--- src/rtl/uart_rx_core_if.sv ---
// Parallel side of the UART receiver: serial input, frame configuration and
// the received byte with its status pulses.
interface uart_rx_core_if #(
  parameter int DATA_WIDTH  = 8,
  parameter int PRESC_WIDTH = 6
);
  logic                   rx_in;
  logic                   par_en;
  logic                   par_typ;
  logic [PRESC_WIDTH-1:0] prescale;
  logic [DATA_WIDTH-1:0]  p_data;
  logic                   data_valid;
  logic                   par_err;
  logic                   stp_err;

  modport master (
    output rx_in, par_en, par_typ, prescale,
    input  p_data, data_valid, par_err, stp_err
  );

  modport slave (
    input  rx_in, par_en, par_typ, prescale,
    output p_data, data_valid, par_err, stp_err
  );
endinterface

--- src/rtl/uart_rx_core.sv ---
// UART receiver running on an oversampling clock: 3-sample majority per bit,
// optional parity, registered byte output with valid / parity / stop pulses.
module uart_rx_core #(
  parameter int DATA_WIDTH  = 8,
  parameter int PRESC_WIDTH = 6
) (
  input logic            clk,
  input logic            rst_n,
  uart_rx_core_if.slave  bus
);

  localparam int BW = (DATA_WIDTH > 1) ? $clog2(DATA_WIDTH) : 1;
  localparam logic [BW-1:0]          BIT_LAST = BW'(DATA_WIDTH - 1);
  localparam logic [PRESC_WIDTH-1:0] ONE      = PRESC_WIDTH'(1);
  localparam logic [PRESC_WIDTH-1:0] TWO      = PRESC_WIDTH'(2);

  typedef enum logic [2:0] {IDLE, START, DATA, PARITY, STOP} state_t;

  state_t                 state;
  logic [PRESC_WIDTH-1:0] edge_cnt;
  logic [PRESC_WIDTH-1:0] pres_l;
  logic [BW-1:0]          bit_cnt;
  logic                   par_en_l;
  logic                   par_typ_l;
  logic                   par_bad;
  logic                   bit_val;
  logic [2:0]             samples;
  logic [DATA_WIDTH-1:0]  shreg;

  logic [PRESC_WIDTH-1:0] half;
  logic                   at_last;
  logic                   at_resolve;
  logic                   sample_now;
  logic                   maj;

  // Sample points sit around mid-bit; the majority settles two edges past centre.
  assign half       = pres_l >> 1;
  assign at_last    = (edge_cnt == pres_l - ONE);
  assign at_resolve = (edge_cnt == half + TWO);
  assign sample_now = (edge_cnt == half - ONE) || (edge_cnt == half) || (edge_cnt == half + ONE);
  assign maj        = (samples[0] & samples[1]) | (samples[0] & samples[2]) | (samples[1] & samples[2]);

  always_ff @(posedge clk or negedge rst_n) begin
    if (!rst_n) begin
      state          <= IDLE;
      edge_cnt       <= '0;
      pres_l         <= '0;
      bit_cnt        <= '0;
      par_en_l       <= 1'b0;
      par_typ_l      <= 1'b0;
      par_bad        <= 1'b0;
      bit_val        <= 1'b1;
      samples        <= '0;
      shreg          <= '0;
      bus.p_data     <= '0;
      bus.data_valid <= 1'b0;
      bus.par_err    <= 1'b0;
      bus.stp_err    <= 1'b0;
    end else begin
      bus.data_valid <= 1'b0;
      bus.par_err    <= 1'b0;
      bus.stp_err    <= 1'b0;

      if (state != IDLE) begin
        edge_cnt <= at_last ? '0 : edge_cnt + ONE;
        if (sample_now)
          samples <= {samples[1:0], bus.rx_in};
        if (at_resolve)
          bit_val <= maj;
      end

      case (state)
        IDLE: begin
          // The detection cycle counts as edge 0 of the start bit.
          if (!bus.rx_in) begin
            state     <= START;
            edge_cnt  <= ONE;
            pres_l    <= bus.prescale;
            par_en_l  <= bus.par_en;
            par_typ_l <= bus.par_typ;
            par_bad   <= 1'b0;
            bit_cnt   <= '0;
          end
        end
        START: begin
          if (at_resolve && maj) begin
            state    <= IDLE;
            edge_cnt <= '0;
          end else if (at_last) begin
            state <= DATA;
          end
        end
        DATA: begin
          if (at_last) begin
            shreg <= {bit_val, shreg[DATA_WIDTH-1:1]};
            if (bit_cnt == BIT_LAST) begin
              bit_cnt <= '0;
              state   <= par_en_l ? PARITY : STOP;
            end else begin
              bit_cnt <= bit_cnt + BW'(1);
            end
          end
        end
        PARITY: begin
          if (at_last) begin
            par_bad <= (bit_val != (^shreg ^ par_typ_l));
            state   <= STOP;
          end
        end
        STOP: begin
          // A bad frame leaves the previously delivered byte untouched.
          if (at_last) begin
            state <= IDLE;
            if (bit_val && !par_bad) begin
              bus.p_data     <= shreg;
              bus.data_valid <= 1'b1;
            end
            bus.par_err <= par_bad;
            bus.stp_err <= !bit_val;
          end
        end
        default: state <= IDLE;
      endcase
    end
  end

endmodule

--- src/flat_wrapper.sv ---
// flat-port wrapper written by rule: the top's interface ports become plain ports
module uart_rx_core_flat 
#(
  parameter int DATA_WIDTH  = 8,
  parameter int PRESC_WIDTH = 6
)
  (clk, rst_n, bus_rx_in, bus_par_en, bus_par_typ, bus_prescale, bus_p_data, bus_data_valid, bus_par_err, bus_stp_err);
  uart_rx_core_if #(.DATA_WIDTH(DATA_WIDTH), .PRESC_WIDTH(PRESC_WIDTH)) bus_i ();
  input logic clk;
  input logic rst_n;
  input wire logic [$bits(bus_i.rx_in)-1:0] bus_rx_in;
  input wire logic [$bits(bus_i.par_en)-1:0] bus_par_en;
  input wire logic [$bits(bus_i.par_typ)-1:0] bus_par_typ;
  input wire logic [$bits(bus_i.prescale)-1:0] bus_prescale;
  output wire logic [$bits(bus_i.p_data)-1:0] bus_p_data;
  output wire logic [$bits(bus_i.data_valid)-1:0] bus_data_valid;
  output wire logic [$bits(bus_i.par_err)-1:0] bus_par_err;
  output wire logic [$bits(bus_i.stp_err)-1:0] bus_stp_err;
  assign bus_i.rx_in = bus_rx_in;
  assign bus_i.par_en = bus_par_en;
  assign bus_i.par_typ = bus_par_typ;
  assign bus_i.prescale = bus_prescale;
  assign bus_p_data = bus_i.p_data;
  assign bus_data_valid = bus_i.data_valid;
  assign bus_par_err = bus_i.par_err;
  assign bus_stp_err = bus_i.stp_err;
  uart_rx_core #(.DATA_WIDTH(DATA_WIDTH), .PRESC_WIDTH(PRESC_WIDTH)) u_core (.clk(clk), .rst_n(rst_n), .bus(bus_i));
endmodule
--- config.mk ---
export PLATFORM = sky130hd
export DESIGN_NAME = uart_rx_core_flat
export DESIGN_NICKNAME = d
export VERILOG_FILES = /design/src/rtl/uart_rx_core_if.sv /design/src/rtl/uart_rx_core.sv /design/src/flat_wrapper.sv
export SDC_FILE = /design/constraint.sdc
export NUM_CORES = 1
export LEC_CHECK = 0
export CORE_MARGIN = 1.5
export CORE_UTILIZATION = 60
export CTS_BUF_LIST = sky130_fd_sc_hd__clkbuf_2
export DETAILED_ROUTE_END_ITERATION = 6
export PLACE_DENSITY = 0.82
export SLEW_MARGIN = 10
export SYNTH_ARGS = -nofsm -noshare
export SYNTH_HDL_FRONTEND = slang
export SYNTH_SLANG_ARGS = --single-unit
--- constraint.sdc ---
create_clock -name clk -period 3.5 [get_ports clk]
set_clock_uncertainty 0.15 [all_clocks]
set_input_delay 0.35 -clock clk [delete_from_list [all_inputs] [get_ports clk]]
set_output_delay 0.35 -clock clk [all_outputs]
set_load 0.05 [all_outputs]
==> results.py, run 1 <==
metrics = {
    "synthesis": {
        "synth_warnings": 0,
        "ys_top_cells_by_area": "dfrtp_1 41%, xnor2_1 9.9%, mux2_2 6.8%, ha_1 4.7%, mux2_4 4.0%",
        "synthTopCellsByCount": "43 x dfrtp_1, 30 x xnor2_1, 23 x nand2_1",
        "syn-num-nets": 274,
        "syn_area_per_cell_um2": 10.4,
        "synth_top_cell_by_area": "dfrtp_1",
        "synth_edf_count": 0,
        "ys_ff_latch": 44,
        "ys.flop_type": "dfrtp_1",
        "syn_inst": 253,
        "synth-seq-area-share_pct": 41.7,
        "ys_async_sr_fraction_pct": 100,
        "yosysUniqueCellTypes": 50,
        "synth_most_common_cell": "dfrtp_1",
        "synth_area_um2": 2640,
        "yosysTopAreaCellShare_pct": 40.7,
    },
    "final_layout": {
        "fillers": 311,
        "antenna_cells": 0,
        "nets": 289,
        "final_area_um2": 2920,
        "area_growth_pct": 10.6,
        "layout-drive-gt1-share_pct": 17.1,
    },
    "hold_path": {
        "hold_class": "in2reg",
        "hold_start": "bus_prescale[2]",
    },
    "detailed_routing": {
        "vias_per_cell": 5.66,
        "vias": 1804,
        "routed_wl_um": 4840,
        "drt_pass1_iterations": 5,
        "drt_iter0_drc": 113,
        "route.detailed.drc": 0,
        "wl_per_cell_um": 15.2,
        "ant_nets": 0,
    },
    "sta": {
        "fin_crit_sh_pct": 80.3,
        "timing.final.ws_setup_ps": 688,
        "finalWorstPathRequiredPeriod_ps": 2810,
        "fmax_mhz": 356,
        "hold_violations": 0,
        "tns_ps": 0,
        "tightest_slew_ps": 954,
        "setup_viol": 0,
        "whs_ps": 290,
        "relSlewSlack_pct": 36.4,
        "rsz0062_at_grt": "false",
        "slew_viol_final": 0,
    },
    "critical_path": {
        "critPathRequiredTime_ps": 3690,
        "cp-end-kind": "register",
        "cp_max_fo": 11,
        "crit_start": "u_core.pres_l[1]",
        "critPathKind": "reg2reg",
        "timing.rr.start": "u_core.pres_l[1]",
        "arrival_ps": 3000,
        "start_kind": "register",
    },
    "global_routing": {
        "grt_usage_pct": 22.2,
        "gr-total-overflow": 0,
        "grt_pass1_vias": 1815,
        "grt_pass1_wl_um": 8570,
        "grt_max_degree": 45,
        "antenna_found_initial": 0,
    },
    "place": {
        "portBuffers": 21,
        "dpl.hpwl_um": 3580,
        "routabilityCongestion": 0.952,
        "place_area_um2": 2840,
        "place_ws_ps": 732,
    },
    "pwr": {
        "p_leak_nw": 1.31,
        "powerDensity_nw_per_um2": 750,
        "ir_worst_vdd_mv": 0.515,
    },
    "clocking": {
        "postCtsSetupBuffers": 0,
        "htree_levels": 2,
        "tritoncts": "built",
        "clk_path_buf_depth": 2,
        "clkSinkCount": 44,
        "cts_root_buffer": "clkbuf_2",
        "numCtsBuffers": 5,
        "insertion_delay_ps": 430,
        "clk_pin_slew_ps": 230,
    },
    "floorplanning": {
        "io_pins": 22,
        "dieArea_um2": 4810,
        "die_w_um": 69.4,
        "initial_utilization_pct": 64.2,
        "fp.coreArea_um2": 4120,
        "placementRows": 23,
        "dieHeight_um": 69.4,
    },
    "outcome": {
        "outcome": "finished, final reports clean",
    },
    "job": {
        "cap_violations": 0,
    },
}
critical path, stage by stage (launching register included):
cell and delay [ps]:
dfrtp_1 590, inv_1 170, ha_1 240, xnor2_1 140, xnor2_1 140, nor3_2 220, nand4_2 210, or3_4 530
mux2_4 330
registers in the layout, summed over array words and instances (netlist names):
| register | count |
|---|---|
| u_core.par_en_l | 1 |
| u_core.edge_cnt | 6 |
| u_core.samples | 3 |
| u_core.pres_l | 6 |
| u_core.par_typ_l | 1 |
| u_core.bus.stp_err | 1 |
| u_core.bus.data_valid | 1 |
| u_core.bus.par_err | 1 |
| u_core.bit_cnt | 3 |
| u_core.state | 3 |
| u_core.shreg | 8 |
| u_core.bus.p_data | 8 |
| u_core.bit_val | 1 |
| u_core.par_bad | 1 |
cell type report:
cell class                 count  area, um^2  area share (%)
clock buffer                   5        25.0           0.857
multi-input combinational    180        1410            48.2
timing repair buffer          24         230            7.88
inverter                      13        48.8            1.67
clock inverter                 3        42.5            1.46
tap                           50        62.6            2.14
sequential                    44        1100            37.7
stage by stage:
step	utilization, %	total power [mW]	cells
final	71.0	2.19	319
after global routing	71.0	2.37	319
after CTS	71.0	2.19	319
after detailed placement	69.1	1.90	310
after global placement	69.1	1.86	310
after floorplan	-	1.71	253
power breakdown:
| part | leakage, nW | internal (mW) | total, mW | switching [mW] |
|---|---|---|---|---|
| Clock | 0.0406 | 0.120 | 0.295 | 0.175 |
| Combinational | 0.693 | 0.517 | 1.06 | 0.544 |
| Sequential | 0.579 | 0.621 | 0.834 | 0.213 |
| Total | 1.31 | 1.26 | 2.19 | 0.932 |
worst paths after layout:
path	slack [ps]	cells past startpoint	endpoint
min in group asynchronous	410	2	u_core.bus.data_valid
max in group asynchronous	2190	2	u_core.edge_cnt[5]
setup / recovery	690	8	u_core.shreg[5]
hold reg to reg	390	1	u_core.bus.p_data[4]
setup reg to reg	690	8	u_core.shreg[5]
hold / removal	290	3	u_core.pres_l[2]
kinds of logic after synthesis:
family / after synthesis / synth area share (%)
AOI/OAI and AO/OA: 33 / 9.19
xor gates and xnor gates: 39 / 12.9
adders and majority gates: 11 / 5.12
buffers and inverters: 29 / 4.93
DFF: 44 / 41.7
muxes: 26 / 11.9
and+or+nand+nor: 71 / 14.2
metal layers:
layer,GRT usage [%],up-vias,routed length [um]
li1,-,895,-
met1,31.4,862,2360
met2,34.1,42,2210
met3,4.51,5,223
met4,7.41,0,52
met5,0,-,0
layout by cell type (no fill, tap or decap), types with 2 or more instances in the layout:
master	netlist	final
mux2_4	7	7
or3_1	3	3
nor4_1	2	2
clkdlybuf4s50_1	0	20
mux2_2	16	16
nand4_1	2	2
xor2_1	9	9
xnor2_1	30	30
inv_1	13	13
nor3_1	4	4
nand3_1	4	4
o2111ai_1	3	3
buf_4	1	2
o31ai_1	2	2
or2_2	4	4
ha_1	10	10
nor2_1	15	15
clkbuf_2	0	5
dfrtp_1	43	43
o21ai_0	10	10
mux2i_1	3	3
nand2_1	23	23
a21oi_1	4	4
nand2b_1	5	5
timing repair:
action / 4_1_cts / 5_1_grt
hold buffers: 1 / 0
endpoints found under the hold margin: 43 / 0
gates resized for setup: 0 / 0
No activity file was read; power rests on OpenSTA's default activity.
==> run 2: changes to the inputs <==
- clock period: 3.5 -> 2.7 ns (I/O delays scaled with it)
==> run 2 against run 1 <==
Compared with the run above: wire length rose by 3.0%; die area did not move; first-iteration DRC count rose by 27%; critical endpoint is now u_core.shreg[6]; register-to-register slack got worse by 610 ps.
==> results.py, run 2 (same netlist as run 1, synthesis figures left out) <==
metrics = {
    "floorplanning": {
        "fp.coreArea_um2": 4120,
        "initial_utilization_pct": 64.2,
        "io_pins": 22,
        "dieHeight_um": 69.4,
        "die_w_um": 69.4,
        "placementRows": 23,
        "dieArea_um2": 4810,
    },
    "detailed_routing": {
        "drt_iter0_drc": 143,
        "drt_pass1_iterations": 4,
        "vias_per_cell": 5.64,
        "route.detailed.drc": 0,
        "wl_per_cell_um": 15.0,
        "routed_wl_um": 4990,
        "ant_nets": 0,
        "vias": 1874,
    },
    "outcome": {
        "outcome": "finished, final reports clean",
    },
    "clocking": {
        "clk_pin_slew_ps": 210,
        "htree_levels": 2,
        "cts_root_buffer": "clkbuf_2",
        "numCtsBuffers": 5,
        "clkSinkCount": 44,
        "tritoncts": "built",
        "insertion_delay_ps": 410,
        "clk_path_buf_depth": 2,
    },
    "pwr": {
        "ir_worst_vdd_mv": 0.668,
        "power_mw": 2.86,
        "powerDensity_nw_per_um2": 950,
        "p_leak_nw": 1.36,
    },
    "hold_path": {
        "whs_endpoint": "u_core.par_en_l",
        "hold_class": "in2reg",
        "whs_path_depth": 3,
        "hold_start": "bus_par_en",
    },
    "critical_path": {
        "reg2regPathDepth": 8,
        "timing.rr.start": "u_core.pres_l[2]",
        "r2r-end": "u_core.shreg[6]",
        "critPathRequiredTime_ps": 2880,
        "cp-end-kind": "register",
        "critPathKind": "reg2reg",
        "arrival_ps": 2800,
        "start_kind": "register",
        "r2r_slack_ps": 80,
        "cp_max_fo": 5,
    },
    "sta": {
        "rsz0062_at_grt": "false",
        "setup_viol": 0,
        "finalWorstPathRequiredPeriod_ps": 2620,
        "relSlewSlack_pct": 37.3,
        "fin_crit_sh_pct": 97.0,
        "fmax_mhz": 382,
        "timing.final.ws_setup_ps": 81.2,
        "hold_violations": 0,
        "tightest_slew_ps": 941,
        "slew_viol_final": 0,
        "whs_ps": 224,
        "tns_ps": 0,
    },
    "final_layout": {
        "final_cell_mix": "43 x dfrtp_1, 30 x xnor2_1, 23 x nand2_1, 20 x clkdlybuf4s50_1, 16 x mux2_2",
        "antenna_cells": 0,
        "layout-drive-gt1-share_pct": 21.6,
        "area_growth_pct": 13.9,
        "mostFrequentLayoutCell": "dfrtp_1",
        "largest_registers": "u_core.bus.p_data (8), u_core.shreg (8)",
        "final_area_um2": 3010,
        "nets": 303,
        "final_core_util_pct": 73.1,
        "fillers": 303,
        "layout.cells.non_filler": 332,
    },
    "global_routing": {
        "grt_pass1_wl_um": 8740,
        "gr-total-overflow": 0,
        "grt_max_degree": 45,
        "met1_usage_pct": 32.2,
        "grt_use_met2_pct": 34.5,
        "grt_usage_pct": 22.4,
        "top_usage_layer": "met2",
        "grt_pass1_vias": 1848,
        "use_met3_pct": 4.51,
        "antenna_found_initial": 0,
    },
    "place": {
        "place_ws_ps": 87.2,
        "place_area_um2": 2900,
        "portBuffers": 21,
        "routabilityCongestion": 0.947,
        "dpl.hpwl_um": 3640,
        "dpl.cell_count": 318,
    },
    "job": {
        "cap_violations": 0,
    },
}
run 2: area by class of cell:
cell class / instances / area [um^2] / share of cell area, %
inverter: 13 / 48.8 / 1.62
clock inverter: 2 / 12.5 / 0.416
tap: 50 / 62.6 / 2.08
timing repair buffer: 37 / 340 / 11.3
sequential: 44 / 1100 / 36.6
multi-input combinational: 181 / 1420 / 47.1
clock buffer: 5 / 25.0 / 0.832
run 2: what timing repair did:
| action | in CTS | in global routing |
|---|---|---|
| gates resized for setup | 0 | 1 |
| buffers inserted | 0 | 5 |
| endpoints found under the setup margin | 0 | 15 |
| hold endpoints to repair | 43 | 0 |
| hold buffers | 1 | 0 |
run 2: worst max-delay path by stage:
stage | endpoint | depth (start not counted) | slack [ps] | start
global route | u_core.shreg[3] | 9 | 10 | u_core.pres_l[2]
finish | u_core.shreg[6] | 8 | 80 | u_core.pres_l[2]
global placement | u_core.shreg[6] | 8 | 190 | u_core.pres_l[2]
floorplan | u_core.shreg[1] | 10 | 110 | u_core.pres_l[1]
CTS | u_core.bus.p_data[3] | 8 | 50 | u_core.pres_l[2]
detailed placement | u_core.bus.p_data[3] | 8 | 90 | u_core.pres_l[2]
run 2: layer usage:
layer	wire [um]	share of wire (%)
met1	2370	48
met2	2340	47
met3	193	3.9
met4	80	1.6
met5	0	0
run 2: critical path, stage by stage (launching register included):
cell     delay [ps]
dfrtp_1         460
inv_1           150
ha_1            220
nor3b_2         230
nand2_1         100
xnor2_1         170
nand4_2         120
or3_2           610
mux2_4          330
run 2: report_power, final:
group / internal [mW] / switching (mW) / total (mW)
logic: 0.765 / 0.804 / 1.57
registers: 0.806 / 0.219 / 1.03
clock network: 0.0570 / 0.205 / 0.262
==> run 3: changes to the inputs <==
--- a/config.mk
+++ b/config.mk
@@ -7,2 +7,3 @@
 export LEC_CHECK = 0
+export CAP_MARGIN = 20
 export CORE_MARGIN = 1.5
--- a/constraint.sdc
+++ b/constraint.sdc
@@ -4,2 +4,2 @@
 set_output_delay 0.27 -clock clk [all_outputs]
-set_load 0.05 [all_outputs]
+set_load 0.1 [all_outputs]
==> run 3 against run 2 <==
Compared with the run above: maximum frequency up 3.0%; die area unchanged; first-iteration DRC count up 40%; clock power up 2%; combinational power about the same; global-route usage down 0.079 points; utilization down 0.52 points; final area down 0.71%; critical path depth down 1; largest cell class unchanged.
==> results.py, run 3 (same netlist as run 1, synthesis figures left out) <==
metrics = {
    "clocking": {
        "insertion_delay_ps": 410,
        "clk_path_buf_depth": 2,
        "clkSinkCount": 44,
        "tritoncts": "built",
        "cts_root_buffer": "clkbuf_2",
        "htree_levels": 2,
        "clk_pin_slew_ps": 220,
        "numCtsBuffers": 5,
    },
    "sta": {
        "rsz0062_at_grt": "false",
        "hold_violations": 0,
        "relSlewSlack_pct": 37.9,
        "slew_viol_final": 0,
        "finalWorstPathRequiredPeriod_ps": 2540,
        "tns_ps": 0,
        "setup_viol": 0,
        "fin_crit_sh_pct": 94.1,
        "fmax_mhz": 393,
        "tightest_slew_ps": 931,
        "timing.final.ws_setup_ps": 159,
    },
    "floorplanning": {
        "initial_utilization_pct": 64.2,
        "die_w_um": 69.4,
        "dieHeight_um": 69.4,
        "io_pins": 22,
        "dieArea_um2": 4810,
        "placementRows": 23,
        "fp.coreArea_um2": 4120,
    },
    "critical_path": {
        "slowest_stage": "dfrtp_1",
        "timing.rr.start": "u_core.pres_l[3]",
        "critPathKind": "reg2reg",
        "cp-end-kind": "register",
        "start_kind": "register",
        "cp_cell_sequence": "inv_1, ha_1, a21boi_0, nand2_1, xor2_1, a221oi_2, mux2_2",
        "cp_max_fo": 6,
        "slowest_delay_ps": 440,
        "critPathRequiredTime_ps": 2870,
        "r2r_slack_ps": 160,
        "reg2regPathDepth": 7,
        "arrival_ps": 2710,
        "r2r-end": "u_core.samples[1]",
    },
    "hold_path": {
        "hold_class": "in2reg",
        "whs_path_depth": 3,
        "hold_start": "bus_par_en",
        "whs_endpoint": "u_core.par_en_l",
    },
    "detailed_routing": {
        "ant_nets": 0,
        "vias": 1895,
        "drt_iter0_drc": 200,
        "wl_per_cell_um": 15.3,
        "route.detailed.drc": 0,
        "drt_pass1_iterations": 4,
        "routed_wl_um": 5090,
        "vias_per_cell": 5.71,
    },
    "final_layout": {
        "antenna_cells": 0,
        "layout-drive-gt1-share_pct": 26.2,
        "final_cell_mix": "43 x dfrtp_1, 30 x xnor2_1, 25 x buf_4, 23 x nand2_1, 16 x mux2_2",
        "fillers": 291,
        "mostFrequentLayoutCell": "dfrtp_1",
        "area_growth_pct": 13.1,
        "largest_registers": "u_core.bus.p_data (8), u_core.shreg (8)",
        "nets": 303,
    },
    "place": {
        "routabilityCongestion": 0.940,
        "portBuffers": 21,
        "place_ws_ps": 152,
        "dpl.hpwl_um": 3630,
    },
    "pwr": {
        "powerDensity_nw_per_um2": 959,
        "p_leak_nw": 1.38,
        "power_mw": 2.87,
        "ir_worst_vdd_mv": 0.727,
    },
    "global_routing": {
        "grt_max_degree": 45,
        "grt_pass1_wl_um": 8600,
        "grt_pass1_vias": 1854,
        "grt_usage_pct": 22.4,
        "gr-total-overflow": 0,
        "antenna_found_initial": 0,
    },
    "outcome": {
        "outcome": "finished, final reports clean",
    },
    "job": {
        "cap_violations": 0,
    },
}
==> run 3: cell types whose count changed in the layout (fill, tap and decap cells not counted), sizes merged <==
cell,delta
buf,+12
clkdlybuf4s50,-11
or3,-1
==> run 3: metrics by stage <==
| stage | cell area, um^2 | utilization (%) | hold slack, ps | std cells |
|---|---|---|---|---|
| after CTS | 2920 | 71.0 | 211 | 326 |
| after detailed placement | 2880 | 69.9 | 316 | 318 |
| final | 2990 | 72.6 | 220 | 332 |
| after global placement | 2880 | 69.9 | 312 | 318 |
| after floorplan | 2640 | - | -176 | 253 |
| after global routing | 2990 | 72.6 | 199 | 332 |
==> run 3: power by group <==
part           switching [mW]  internal [mW]
combinational           0.806          0.766
clock                   0.210         0.0570
sequential              0.220          0.806
==> run 3: repair_timing <==
item                                   in CTS  in global routing
buffers inserted                            0                  6
resized for setup                           0                  4
endpoints found under the hold margin      43                  0
setup endpoints to repair                   0                 16
hold buffers                                1                  0
==> run 3: area by class of cell <==
class | instances | area (um^2) | area share, %
inverter | 13 | 48.8 | 1.63
clock inverter | 2 | 12.5 | 0.419
timing repair buffer | 38 | 318 | 10.6
clock buffer | 5 | 25.0 | 0.838
sequential | 44 | 1100 | 36.9
tap | 50 | 62.6 | 2.09
multi-input combinational | 180 | 1420 | 47.5
==> run 3: critical path, delay by kind of cell (launching register included) <==
family	cells	cell delay, ps
XOR/XNOR	1	170
AND/OR/NAND/NOR	1	140
adder cells (fa/ha/maj)	1	210
multiplexers	1	380
buffers and inverters	1	150
AO/OA/AOI/OAI	2	800
flip-flops	1	440
==> run 3: per-layer routing <==
metal,global-route usage [%],wire [um]
met2,36.3,2420
met5,0,0
met3,4.07,223
met4,8.06,90
met1,30.0,2360
==> run 3: worst max-delay path by stage <==
stage / startpoint / to / slack (ps) / cells after the start
after floorplan: u_core.pres_l[1] / u_core.shreg[1] / 110 / 10
after global placement: u_core.pres_l[2] / u_core.shreg[6] / 210 / 8
after detailed placement: u_core.pres_l[2] / u_core.shreg[3] / 150 / 8
after CTS: u_core.pres_l[2] / u_core.shreg[3] / 130 / 8
after global routing: u_core.pres_l[2] / u_core.shreg[3] / 10 / 9
final: u_core.pres_l[3] / u_core.samples[1] / 160 / 7
